--- config.mk ---
export PLATFORM = sky130hd
export DESIGN_NAME = user_entry
export DESIGN_NICKNAME = d
export VERILOG_FILES = /design/src/rtl/user_entry_pkg.sv /design/src/rtl/entry_timeout.sv /design/src/rtl/user_entry.sv
export SDC_FILE = /design/constraint.sdc
export NUM_CORES = 1
export LEC_CHECK = 0
export ABC_CLOCK_PERIOD_IN_PS = 2400
export CAP_MARGIN = 20
export CORE_MARGIN = 8
export CORE_UTILIZATION = 35
export DETAILED_ROUTE_END_ITERATION = 16
export SYNTH_ARGS = -nofsm -noshare
export SYNTH_HDL_FRONTEND = slang
export SYNTH_SLANG_ARGS = --single-unit
--- constraint.sdc ---
create_clock -name clock -period 2.4 [get_ports clock]
set_input_delay 0.48 -clock clock [delete_from_list [all_inputs] [get_ports clock]]
set_output_delay 0.48 -clock clock [all_outputs]
set_load 0.1 [all_outputs]
--- src/rtl/user_entry_pkg.sv ---
// rtl/user_entry_pkg.sv - shared types and constants for the user code entry stage
package user_entry_pkg;

  typedef enum logic [2:0] {
    S_IDLE,
    S_COLLECT,
    S_READY,
    S_AUTH,
    S_ACTIVE,
    S_DROP
  } state_e;

  localparam int BITS_MAX   = 8;
  localparam int USER_W_DEF = BITS_MAX;

endpackage

--- src/rtl/entry_timeout.sv ---
// rtl/entry_timeout.sv - inactivity counter; expired flags the edge that would reach TIMEOUT_CYCLES
module entry_timeout #(
  parameter int TIMEOUT_CYCLES = 255
) (
  input  logic clock,
  input  logic reset_n,
  input  logic clear,
  input  logic enable,
  output logic expired
);

  localparam int CW = $clog2(TIMEOUT_CYCLES + 1);
  localparam logic [CW-1:0] LAST = CW'(TIMEOUT_CYCLES - 1);

  logic [CW-1:0] count_q, count_d;

  always_comb begin
    count_d = count_q;
    if (clear) begin
      count_d = '0;
    end else if (enable && count_q != LAST) begin
      count_d = count_q + CW'(1);
    end
  end

  // Flagged one count early so the caller changes state on the TIMEOUT_CYCLES-th edge.
  assign expired = enable && (count_q == LAST);

  always_ff @(posedge clock or negedge reset_n) begin
    if (!reset_n) begin
      count_q <= '0;
    end else begin
      count_q <= count_d;
    end
  end

endmodule

--- src/rtl/user_entry.sv ---
// rtl/user_entry.sv - serial user code entry and confirm sequencing in front of the access controller
module user_entry
  import user_entry_pkg::*;
#(
  parameter int USER_W         = USER_W_DEF,
  parameter int TIMEOUT_CYCLES = 255
) (
  input  logic              clock,
  input  logic              reset_n,
  input  logic              start,
  input  logic              cancel,
  input  logic              bit_in,
  input  logic              bit_strobe,
  input  logic              enter,
  output logic              request,
  output logic              confirm,
  output logic [USER_W-1:0] user,
  output logic [3:0]        bit_count,
  output logic              active
);

  state_e            state_q, state_d;
  logic [USER_W-1:0] user_q, user_d;
  logic [3:0]        bit_count_q, bit_count_d;
  logic              confirm_q, confirm_d;
  logic              request_q, request_d;
  logic              active_q, active_d;
  logic              enter_q;
  logic              enter_rise;
  logic              accepted;
  logic              expired;
  logic              tmr_clear;
  logic              tmr_enable;

  // A held enter key counts once; it must drop before it can confirm again.
  assign enter_rise = enter && !enter_q;
  assign tmr_enable = (state_q == S_COLLECT) || (state_q == S_READY) || (state_q == S_AUTH);
  assign tmr_clear  = (state_d != state_q) || accepted;

  entry_timeout #(
    .TIMEOUT_CYCLES(TIMEOUT_CYCLES)
  ) u_timeout (
    .clock  (clock),
    .reset_n(reset_n),
    .clear  (tmr_clear),
    .enable (tmr_enable),
    .expired(expired)
  );

  always_comb begin
    state_d     = state_q;
    user_d      = user_q;
    bit_count_d = bit_count_q;
    confirm_d   = 1'b0;
    accepted    = 1'b0;
    unique case (state_q)
      S_IDLE: begin
        if (start) begin
          user_d      = '0;
          bit_count_d = '0;
          state_d     = S_COLLECT;
        end
      end
      S_DROP: state_d = S_IDLE;
      default: begin
        if (cancel || expired) begin
          state_d = S_DROP;
        end else if (state_q == S_COLLECT && bit_strobe) begin
          accepted    = 1'b1;
          user_d      = {user_q[USER_W-2:0], bit_in};
          bit_count_d = bit_count_q + 4'd1;
          if (bit_count_q == 4'(USER_W - 1)) begin
            state_d = S_READY;
          end
        end else if ((state_q == S_READY || state_q == S_AUTH) && enter_rise) begin
          accepted  = 1'b1;
          confirm_d = 1'b1;
          state_d   = (state_q == S_READY) ? S_AUTH : S_ACTIVE;
        end
      end
    endcase
    if (state_d == S_DROP) begin
      user_d      = '0;
      bit_count_d = '0;
    end
  end

  assign request_d = (state_d == S_COLLECT) || (state_d == S_READY) ||
                     (state_d == S_AUTH) || (state_d == S_ACTIVE);
  assign active_d  = (state_d == S_ACTIVE);

  always_ff @(posedge clock or negedge reset_n) begin
    if (!reset_n) begin
      state_q     <= S_IDLE;
      user_q      <= '0;
      bit_count_q <= '0;
      confirm_q   <= 1'b0;
      request_q   <= 1'b0;
      active_q    <= 1'b0;
      enter_q     <= 1'b0;
    end else begin
      state_q     <= state_d;
      user_q      <= user_d;
      bit_count_q <= bit_count_d;
      confirm_q   <= confirm_d;
      request_q   <= request_d;
      active_q    <= active_d;
      enter_q     <= enter;
    end
  end

  assign request   = request_q;
  assign confirm   = confirm_q;
  assign user      = user_q;
  assign bit_count = bit_count_q;
  assign active    = active_q;

endmodule
==> results.md, run 1 <==
- Status: finished, final reports clean
- Post-DP HPWL: 2250 µm
- I/O Pins: 22
- DRC Markers: 0
- Gr usage total: 0.0991
- RSZ-0062 raised after global routing: no
- Synth Flop Type: dfrtp_1
- Startpoint Class: register
- Post-synthesis sequential area ratio: 0.469
- Share of cells above drive strength 1: 0.213
- Total Power: about 1.6 mW
- Buf+Inv Stages, Crit Path: 1
- Fin. Hold Viols: 0
- Setup Buffers After CTS: 0
- Initial Utilization: 0.363
- Final setup fails: 0
- Mean number of vias per cell: 5.33
- Fin area: 1690 µm²
- Tmin final: 2020 ps
- CTS Sinks: 27
- Pin count of the biggest net entering global routing: 28
- WL final: 3070 µm
- Clock-pin slew of the registers on the worst-case setup and hold paths: 90 ps
- Synth warnings: 0
- Crit path DAT: 2160 ps
- Slew margin rel.: 0.634
- Root buffer cell: clkbuf_8
- Syn_nets: 144
- Critical path's top delay family: compound AO/OA/AOI/OAI gates
- Via count: 1093
- Fmax: between 0.4 and 0.5 GHz
- CTS Hold Bufs: 0
- Yosys reg bits: 27
- Clock buffer depth: 2
- TritonCTS Buffers: 3
- Worst-margin pin slew: 544 ps
- Final setup margin: about 380 ps
- Layout Utilization: 0.425
- Syn Inst Count: 134
- Ys async rst share: 1.00
- Die area: ~6400 µm²
- Max Cap Violations: 0
- Setup WS pre-CTS: 196 ps
- CP endpoint kind: register
- Crit Path Class: register to register
- Drt pass-1 iters: 3
- Clk_lat worst skew: 270 ps
- Post-CTS resize count: 0
- Core Rows: 23
- # port buffers: 21
- Mean Syn Cell Area: 10.8 µm²
- Critical Path RT: 2540 ps
- DR iter-0 viols: 54
- Worst IR drop on VDD: 350 µV
- Antenna-violating nets left: 0
- Nets@finish: approximately 170
- Number of global-route vias before repair: ~1200
- CTS tree: done
- Hold Path Class: register to register
- Initial antenna violation count: 0
- Pwr Density: roughly 1000 nW/µm²
- Clk_skew: 3.49 ps
- Crit-path slowest cell: o32ai_4
- Yosys cell types: 40
- Post-place instance area: roughly 1600 µm²
- Wire per inst: 15.0 µm
- Die Wd: about 80 µm
- Setup_tns: 0 ps
- Synthesized area: 1440 µm²
- N_diodes: 0
- Worst-path cell chain: inv_1 > ha_1 > and3_1 > a31oi_1 > a21oi_1 > o32ai_4 > nor3_1
- Final Max Tran Viols: 0
- First-pass GRT wire length: 5270 µm
- Die Span Y: 80.2 µm
- Leakage power: 0.743 nW
- H-tree depth: 1
- CP max stage delay: between 400 and 500 ps
- GPL Wtd Cong: 0.851
- Period utilization: 0.840
- GR Overflow Total: 0
- Area delta synth->final: 17.2%
- Placeable Area: 3970 µm²
- CP max FO: 8
- Fillers: 401
- Number of enable flip-flop cells after synthesis: 0
==> synthesized netlist by cell type, types with 3 or more instances <==
cell type	count	share of area
nand2_1	7	0.018
nand3_1	7	0.024
a21oi_1	6	0.021
o21ai_0	3	0.010
a31oi_1	5	0.022
nor3_1	7	0.024
xor2_1	6	0.036
dfrtp_1	27	0.47
ha_1	3	0.026
inv_1	4	0.010
nor2_1	15	0.039
a22o_1	9	0.055
==> metal layers <==
layer / track usage / vias up / routed length (µm)
met3: 0.0346 / 4 / 174
met2: 0.166 / 18 / 1450
li1: - / 528 / -
met5: 0 / - / 0
met1: 0.120 / 543 / 1430
met4: 0.0200 / 0 / 19
==> flip-flops by register name, indices dropped and copies added (netlist names) <==
register	flops
active	1
bit_count	4
confirm	1
enter_q	1
request	1
state_q	3
u_timeout.count_q	8
user	8
==> cell families (layout without fill, tap and decap cells) <==
| kind of cell | count (synthesis) | count (layout) | synth area share |
|---|---|---|---|
| adders and majority gates | 3 | 3 | 0.0260 |
| xor gates and xnor gates | 8 | 8 | 0.0486 |
| buffers and inverters | 10 | 31 | 0.0434 |
| DFF | 27 | 27 | 0.469 |
| muxes | 3 | 3 | 0.0226 |
| and+or+nand+nor | 50 | 50 | 0.175 |
| AOI/OAI and AO/OA | 33 | 33 | 0.215 |
==> worst reg2reg max path: cells and delay by family, from the launching register on <==
family	cells	cell delay [ps]
flip-flops	1	380
adder cells (fa/ha/maj)	1	230
AO/OA/AOI/OAI	3	820
AND/OR/NAND/NOR	2	390
buffers and inverters	1	70
==> cell type report <==
| type | instances | area (µm²) | share of cell area |
|---|---|---|---|
| clock buffer | 4 | 45.0 | 0.0267 |
| inverter | 4 | 15.0 | 0.00889 |
| multi-input combinational | 97 | 703 | 0.416 |
| sequential | 27 | 676 | 0.400 |
| tap | 50 | 62.6 | 0.0370 |
| timing repair buffer | 23 | 188 | 0.111 |
==> placed cells by master, fill, tap and decap left out, types with 2 or more instances in the layout <==
cell type,instances
a22o_1,9
a31oi_1,5
nand3_1,7
clkbuf_8,3
mux2_2,2
clkdlybuf4s50_1,6
nand4_1,2
nand2_1,7
inv_1,4
o21ai_0,3
ha_1,3
buf_4,17
nor3_1,7
xor2_1,6
nor2_1,15
and2_1,2
dfrtp_1,27
xnor2_1,2
a21oi_1,6
==> report_power, final <==
group / switching, mW / total, mW / internal, mW
sequential: 0.0971 / 0.616 / 0.519
clock: 0.137 / 0.255 / 0.119
combinational: 0.514 / 0.775 / 0.261
total: 0.748 / 1.65 / 0.899
==> final timing paths <==
path / slack (ps) / end / from / cells after the start
min reg2reg: 540 / user[2] / user[2] / 1
min in group asynchronous: 580 / u_timeout.count_q[0] / reset_n / 2
max in group asynchronous: 1550 / state_q[2] / reset_n / 2
max reg2reg: 380 / u_timeout.count_q[5] / u_timeout.count_q[0] / 7
max: 380 / u_timeout.count_q[5] / u_timeout.count_q[0] / 7
min: 540 / user[2] / user[2] / 1
==> metrics by stage <==
stage	instances	hold WS (ps)
finish	205	537
floorplan	134	184
CTS	205	542
detailed placement	201	515
global route	205	572
global placement	201	488
Power figures use the tool's default switching activity.
==> run 2: changes to the inputs <==
--- a/config.mk
+++ b/config.mk
@@ -5,7 +5,7 @@
 export SDC_FILE = /design/constraint.sdc
 export NUM_CORES = 1
 export LEC_CHECK = 0
-export ABC_CLOCK_PERIOD_IN_PS = 2400
+export ABC_CLOCK_PERIOD_IN_PS = 2000
 export CAP_MARGIN = 20
 export CORE_MARGIN = 8
 export CORE_UTILIZATION = 35
==> constraint.sdc (replaced) <==
create_clock -name clock -period 2 [get_ports clock]
set_input_delay 0.4 -clock clock [delete_from_list [all_inputs] [get_ports clock]]
set_output_delay 0.4 -clock clock [all_outputs]
set_load 0.1 [all_outputs]
==> results.md, run 2 (synthesis gave the netlist of run 1 again) <==
- Status: finished, final reports clean
- Fin. Hold Viols: 0 (unchanged)
- Via count: 1155 (+5.7%)
- Clk_lat worst skew: 280 ps (about the same)
- N_diodes: 0 (unchanged)
- H-tree depth: 1 (unchanged)
- Wire per inst: 14.5 µm (-2.8%)
- Antenna-violating nets left: 0 (unchanged)
- Final setup fails: 0 (unchanged)
- Total Power: 2.23 mW (+36%)
- Clock-pin slew of the registers on the worst-case setup and hold paths: 100 ps (about the same)
- Max Cap Violations: 0 (unchanged)
- Commonest non-fill, non-tap cell in the layout: buf_4
- Root buffer cell: clkbuf_8
- WL final: 3290 µm (+7.1%)
- Placeable Area: 3970 µm² (unchanged)
- CTS tree: done
- Pin count of the biggest net entering global routing: 28 (unchanged)
- Layout Utilization: 0.478 (+0.0529)
- Core Rows: 23 (unchanged)
- Final Max Tran Viols: 0 (unchanged)
- Initial Utilization: 0.363 (unchanged)
- Setup_tns: 0 ps (unchanged)
- Share of cells above drive strength 1: 0.352 (+0.139)
- I/O Pins: 22 (unchanged)
- Fin area: 1900 µm² (+12%)
- # port buffers: 21 (unchanged)
- Die area: 6430 µm² (unchanged)
- Pwr Density: 1170 nW/µm² (+21%)
- Fmax: 0.529 GHz
- Leakage power: 0.849 nW (+14%)
- GPL Wtd Cong: 0.855 (+0.39%)
- Clk_skew: 6.18 ps (+2.69 ps)
- CP max FO: 8 (unchanged)
- Crit path DAT: 2080 ps (-80 ps)
- Slew margin rel.: 0.744 (+0.109)
- DR iter-0 viols: 59 (+9.3%)
- CP endpoint kind: register
- Startpoint Class: input pin
- First-pass GRT wire length: 5710 µm (+8.3%)
- Post-place instance area: 1800 µm² (+9.2%)
- Period utilization: 0.946
- Commonest cells after routing, fill and taps aside: 36 x buf_4, 24 x dfrtp_1, 14 x nor2_1
- Critical Path RT: 2190 ps (-350 ps)
- Clock buffer depth: 2 (unchanged)
- Tmin final: about 1900 ps
- Die Wd: 80.2 µm (unchanged)
- Number of global-route vias before repair: 1224 (+6.0%)
- Post-DP HPWL: 2440 µm (+8.3%)
- RSZ-0062 raised after global routing: no
- Die Span Y: 80.2 µm (unchanged)
- Worst-margin pin slew: 384 ps (-159 ps)
- DRC Markers: 0 (unchanged)
- Initial antenna violation count: 0 (unchanged)
- Gr usage total: 0.111 (+0.0115)
- Drt pass-1 iters: 4 (+1)
- Worst IR drop on VDD: 450 µV (+29%)
- Area delta synth->final: 31.8%
- CTS Sinks: 27 (unchanged)
- Nets@finish: 187 (+13%)
- TritonCTS Buffers: 3 (unchanged)
- Crit Path Class: input pin to register
- Hold Path Class: input pin to asynchronous set/reset pin
- GR Overflow Total: 0 (unchanged)
- CTS Hold Bufs: 0 (unchanged)
- Fillers: 372 (-7.2%)
- Mean number of vias per cell: 5.11 (-4.1%)
run 2: layout make-up:
type	count	area [µm²]	share of cell area
clock buffers	3	41.3	0.0217
clock inverters	1	7.51	0.00395
inverters	4	15.0	0.00791
multi-input cells	97	723	0.381
flip-flops and latches	27	679	0.358
well taps	50	62.6	0.0329
repair buffers	44	370	0.195
run 2: repair_timing:
item                                    in CTS  in global routing
resized for setup                            0                  6
endpoints found under the setup margin       0                 17
setup buffers                                0                  3
run 2: worst paths after layout:
kind	from	slack, ps	cells after the start	to
min in group clock	user[7]	540	1	user[7]
worst max-delay path	enter	110	7	u_timeout.count_q[1]
worst min-delay path	reset_n	490	2	u_timeout.count_q[3]
worst max register to register	u_timeout.count_q[0]	110	8	bit_count[3]
max in group asynchronous	reset_n	1240	2	bit_count[2]
worst min register to register	user[7]	540	1	user[7]
run 2: worst max-delay path: stages:
cell             delay (ps)
clkdlybuf4s50_1         450
nor2b_1                 160
mux2_2                  290
a211oi_4                280
o32ai_4                 120
buf_12                  160
a311oi_2                220
run 2: routing by layer:
| metal | track usage | up-vias | part of all wire |
|---|---|---|---|
| met5 | 0 | - | 0 |
| met4 | 0.0309 | 0 | 0.0082 |
| met3 | 0.0313 | 2 | 0.034 |
| met2 | 0.175 | 17 | 0.48 |
| met1 | 0.143 | 568 | 0.47 |
| li1 | - | 568 | - |
run 2: through the flow:
| step | hold WS, ps | instances | setup WS, ps |
|---|---|---|---|
| 4_1_cts | 497 | 223 | 24.0 |
| 3_3_place_gp | 486 | 219 | -53.6 |
| 5_1_grt | 520 | 226 | 3.52 |
| 6_report | 489 | 226 | 108 |
| 3_5_place_dp | 515 | 219 | -77.5 |
| 2_1_floorplan | 104 | 134 | 22.6 |
run 2: report_power, final:
part | internal, mW | switching (mW)
Sequential | 0.626 | 0.0781
Clock | 0.142 | 0.174
Combinational | 0.492 | 0.720
Total | 1.26 | 0.973
